--- src/rtl/pulse_detect.sv ---
// Synchronizes an asynchronous level pulse, rejects short glitches, strobes once per
// qualified pulse and reports its saturating high-time after a minimum low gap.
module pulse_detect #(
  parameter int unsigned SYNC_STAGES = 2,
  parameter int unsigned MIN_HIGH    = 4,
  parameter int unsigned MIN_LOW     = 4,
  parameter int unsigned CNT_W       = 10
) (
  input  logic             clk,
  input  logic             rst,
  input  logic             sig_in,
  output logic             pulse_out,
  output logic             glitch,
  output logic [CNT_W-1:0] width,
  output logic             width_vld
);

  localparam logic [CNT_W-1:0] CNT_MAX  = '1;
  localparam logic [CNT_W-1:0] HIGH_TGT = CNT_W'(MIN_HIGH);
  localparam logic [CNT_W-1:0] LOW_TGT  = CNT_W'(MIN_LOW);
  localparam logic [CNT_W-1:0] CNT_ONE  = CNT_W'(1);

  typedef enum logic [1:0] {
    IDLE    = 2'd0,
    QUAL    = 2'd1,
    ACTIVE  = 2'd2,
    HOLDOFF = 2'd3
  } state_t;

  logic [SYNC_STAGES-1:0] sync_q;
  logic                   s;

  state_t                 state, state_nxt;
  logic [CNT_W-1:0]       cnt, cnt_nxt, cnt_inc;
  logic [CNT_W-1:0]       lcnt, lcnt_nxt, lcnt_inc;
  logic [CNT_W-1:0]       width_nxt;
  logic                   pulse_nxt, glitch_nxt, vld_nxt;

  // Metastability chain; only the last stage feeds the FSM
  always_ff @(posedge clk) begin
    if (rst) sync_q <= '0;
    else     sync_q <= {sync_q[SYNC_STAGES-2:0], sig_in};
  end

  assign s        = sync_q[SYNC_STAGES-1];
  assign cnt_inc  = cnt + CNT_ONE;
  assign lcnt_inc = lcnt + CNT_ONE;

  always_ff @(posedge clk) begin
    if (rst) begin
      state     <= IDLE;
      cnt       <= '0;
      lcnt      <= '0;
      width     <= '0;
      pulse_out <= 1'b0;
      glitch    <= 1'b0;
      width_vld <= 1'b0;
    end else begin
      state     <= state_nxt;
      cnt       <= cnt_nxt;
      lcnt      <= lcnt_nxt;
      width     <= width_nxt;
      pulse_out <= pulse_nxt;
      glitch    <= glitch_nxt;
      width_vld <= vld_nxt;
    end
  end

  // Next-state and strobe decode; strobes are one-hot by construction of the state arcs
  always_comb begin
    state_nxt  = state;
    cnt_nxt    = cnt;
    lcnt_nxt   = lcnt;
    width_nxt  = width;
    pulse_nxt  = 1'b0;
    glitch_nxt = 1'b0;
    vld_nxt    = 1'b0;
    case (state)
      IDLE: begin
        if (s) begin
          cnt_nxt = CNT_ONE;
          if (MIN_HIGH == 1) begin
            pulse_nxt = 1'b1;
            state_nxt = ACTIVE;
          end else begin
            state_nxt = QUAL;
          end
        end
      end
      QUAL: begin
        if (s) begin
          cnt_nxt = cnt_inc;
          if (cnt_inc == HIGH_TGT) begin
            pulse_nxt = 1'b1;
            state_nxt = ACTIVE;
          end
        end else begin
          glitch_nxt = 1'b1;
          state_nxt  = IDLE;
        end
      end
      ACTIVE: begin
        if (s) begin
          if (cnt != CNT_MAX) cnt_nxt = cnt_inc;
        end else begin
          width_nxt = cnt;
          vld_nxt   = 1'b1;
          lcnt_nxt  = CNT_ONE;
          state_nxt = (MIN_LOW == 1) ? IDLE : HOLDOFF;
        end
      end
      HOLDOFF: begin
        // A bounce restarts the low-gap count without reporting anything
        if (s) begin
          lcnt_nxt = '0;
        end else begin
          lcnt_nxt = lcnt_inc;
          if (lcnt_inc == LOW_TGT) state_nxt = IDLE;
        end
      end
      default: state_nxt = IDLE;
    endcase
  end

endmodule

--- config.mk ---
export PLATFORM = sky130hd
export DESIGN_NAME = pulse_detect
export DESIGN_NICKNAME = d
export VERILOG_FILES = /design/src/rtl/pulse_detect.sv
export SDC_FILE = /design/constraint.sdc
export NUM_CORES = 1
export LEC_CHECK = 0
export ABC_AREA = 1
export CAP_MARGIN = 20
export CORE_ASPECT_RATIO = 0.9
export CORE_MARGIN = 1
export CORE_UTILIZATION = 57
export CTS_CLUSTER_DIAMETER = 30
export DETAILED_ROUTE_END_ITERATION = 7
export GPL_ROUTABILITY_DRIVEN = 0
export PLACE_DENSITY = 0.86
export SLEW_MARGIN = 30
export SYNTH_ARGS = -nofsm -noshare
export SYNTH_HDL_FRONTEND = slang
export SYNTH_SLANG_ARGS = --single-unit
--- constraint.sdc ---
create_clock -name clk -period 2.2 [get_ports clk]
set_input_delay 0.55 -clock clk [delete_from_list [all_inputs] [get_ports clk]]
set_output_delay 0.55 -clock clk [all_outputs]
set_load 0.05 [all_outputs]
==> results.yml <==
run_status:
  run_status: "completed"
floorplan:
  fp.dieArea_mm2: 0.00359
  initial_utilization_pct: 61.5
  boundaryPins: 16
  floorplan.rows: 19
  die_w_um: 63.1
  core_area_mm2: 0.00311
  die_height_um: 57.0
layout:
  nets: 298
  flow.area_growth_from_synthesis_pct: 14.8
  layout.cells.most_common: "sky130_fd_sc_hd__nand2_1"
  antenna_cells: 0
  layout_common_cells: "61 x sky130_fd_sc_hd__nand2_1, 37 x sky130_fd_sc_hd__dfxtp_1, 30 x sky130_fd_sc_hd__nor2_1, 25 x sky130_fd_sc_hd__inv_1, 20 x sky130_fd_sc_hd__a21oi_1"
  final_layout_size_suffix_gt1_share_pct: 14.5
  final.fill_count: 270
timing:
  setup_tns_ns: 0
  setup_viol_count_final: 0
  timing.final.hold_violations: 0
  max-slew-margin-rel_pct: 62.8
  layout_min_cycle_time_ns: 1.99
  fin_hold_ws_ns: 0.414
  tightestPinTransition_ns: 0.556
  timing.final.max_slew_violations: 0
  fin_skew_ns: 0.00576
  finalWorstSetupSlack_ns: 0.209
  final.period_utilization_pct: 90.5
  fmax_mhz: 502
  grt_setup_unrepaired: "false"
global_route:
  grt_first_pass_wirelength_mm: 6.83
  grt_util_all_layers_pct: 24.6
  maximum_number_of_pins_on_one_net_before_global_route_repair: 20
  grt.overflow.total: 0
  antenna_violations_before_repair: 0
  grt_pass1_vias: 1602
yosys:
  yosys_register_bits: 37
  synth_enable_flop_cells: 0
  synth_nets: 278
  synth.distinct_cells: 31
  synth.cell_area_mm2: 0.00191
  yosysWarnings: 0
  postSynth.topFlopCell: "sky130_fd_sc_hd__dfxtp_1"
  synth.yosys.seq_area_share_pct: 38.7
  synth_async_sr_flop_share_pct: 0
  synth.avg_cell_area_um2: 7.14
  postSynthCellCount: 268
placement:
  io_buffer_count: 15
  place.detailed.hpwl_mm: 2.98
  preCtsSetupSlack_ns: 0.344
cts:
  clkSlewWorstSetupHoldPaths_ns: 0.07
  tritoncts_clock_tree: "yes"
  h-tree-depth: 2
  clock-root-buffer: "sky130_fd_sc_hd__clkbuf_8"
  clock_tree.buffer_depth: 2
  postCtsSetupBuffers: 0
  cts_inserted_buffers: 5
  post_cts_resized: 0
  later_pin_clock_latency_in_the_skew_report_ns: 0.29
  cts_hold_bufs: 0
  cts_num_sinks: 37
worst_setup_path:
  critPathCaptureType: "output port"
  cp.buffers_inverters: 1
  timing.critical_path.fanout_max: 2
  worstReg2RegStart: "lcnt[0]"
  crit_path_top_delay_cell: "sky130_fd_sc_hd__clkdlybuf4s50_1"
  critPathTopFamily: "buffers and inverters"
  critical_path_data_required_time_ns: 1.65
  crit_path_start_kind: "flop"
  cp_slowest_stage_delay_ns: 0.80
  cp_cell_sequence: "clkdlybuf4s50_1"
  ws_path_type: "reg2out"
  worst_ep_arrival_time_ns: 1.44
  timing.critical_path.from: "width[5]"
detailed_routing:
  detailroute.via_count: 1773
  totalWireLength_mm: 4.08
  drt_iter0_drc: 112
  dr.pass1.iters: 4
  detail_route.vias_per_cell: 5.36
  ant_nets: 0
  drt-wirelength-per-cell_um: 12.3
  drc_errors: 0
pwr:
  power_per_cell_area_mw_per_mm2: 1020
  power_leakage_nw: 0.848
  ir_drop_v: 0.000821
job:
  timing.max_cap.violations: 0
hold_path:
  timing.hold.worst.class: "reg2reg"
  holdCritStartpoint: "sync_q[0]"
## metrics by stage
step,area (um2),total power [W],std cells,util (%)
3_3_place_gp,2120,0.00175,323,67.9
4_1_cts,2200,0.00224,331,70.6
3_5_place_dp,2120,0.00178,323,67.9
6_report,2200,0.00224,331,70.6
5_1_grt,2200,0.00237,331,70.6
2_1_floorplan,1910,0.00153,268,-
## Yosys cell counts (2+ instances only)
| library cell | n | share of area [%] |
|---|---|---|
| sky130_fd_sc_hd__nand3_2 | 4 | 2.1 |
| sky130_fd_sc_hd__o21ai_0 | 15 | 3.9 |
| sky130_fd_sc_hd__clkbuf_1 | 3 | 0.59 |
| sky130_fd_sc_hd__nand3_1 | 15 | 3.9 |
| sky130_fd_sc_hd__xor2_1 | 2 | 0.92 |
| sky130_fd_sc_hd__nand2_1 | 61 | 12 |
| sky130_fd_sc_hd__a211oi_1 | 3 | 1.2 |
| sky130_fd_sc_hd__o21ai_1 | 2 | 0.52 |
| sky130_fd_sc_hd__a21oi_1 | 20 | 5.2 |
| sky130_fd_sc_hd__inv_2 | 6 | 1.2 |
| sky130_fd_sc_hd__ha_1 | 7 | 4.6 |
| sky130_fd_sc_hd__a311oi_1 | 2 | 0.92 |
| sky130_fd_sc_hd__nand2_2 | 9 | 2.9 |
| sky130_fd_sc_hd__nor3_1 | 4 | 1.0 |
| sky130_fd_sc_hd__nor2_4 | 3 | 1.8 |
| sky130_fd_sc_hd__nor2_2 | 5 | 1.6 |
| sky130_fd_sc_hd__inv_1 | 25 | 4.9 |
| sky130_fd_sc_hd__nor2_1 | 30 | 5.9 |
| sky130_fd_sc_hd__nand4_1 | 4 | 1.3 |
| sky130_fd_sc_hd__dfxtp_1 | 37 | 39 |
## report_power, final
group | switching, W | internal (W)
sequential | 0.0000930 | 0.000776
combinational | 0.000629 | 0.000281
clock | 0.000238 | 0.000219
## logic make-up (layout without fill, tap and decap cells)
family,count (synthesis),after routing,share of synthesized area (%)
flops,37,37,38.7
buf+inv,37,58,7.52
xor+xnor,2,2,0.915
fa+ha+maj,7,7,4.57
compound gates,46,46,13.9
simple gates,139,139,34.4
## layout make-up
cell class              instances  area (um2)  area share [%]
clock inverters                 2        10.0           0.455
repair buffers                 18         173            7.85
inverters                      32         120            5.46
flip-flops and latches         37         741            33.7
multi-input cells             194        1030            46.8
well taps                      42        52.6            2.39
clock buffers                   6        72.6            3.30
## metal layers
metal	track usage, %	vias to the layer above	share of wire [%]
li1	-	915	-
met1	30.0	803	46
met2	40.4	47	48
met3	5.80	8	4.5
met4	13.3	0	1.6
met5	0	-	0
## path summary, 6_finish.rpt
| check | to | slack, ns | cells past startpoint |
|---|---|---|---|
| worst min-delay path | sync_q[1] | 0.41 | 2 |
| worst max-delay path | width[5] | 0.21 | 1 |
| worst min register to register | sync_q[1] | 0.41 | 2 |
| worst max register to register | state[0] | 0.30 | 14 |
## flip-flops by register name, indices dropped and copies added (netlist names), named ones only
register,count
state,1
lcnt,10
pulse_out,1
sync_q,2
width_vld,1
glitch,1
width,10
cnt,10
Power figures use the tool's default switching activity.
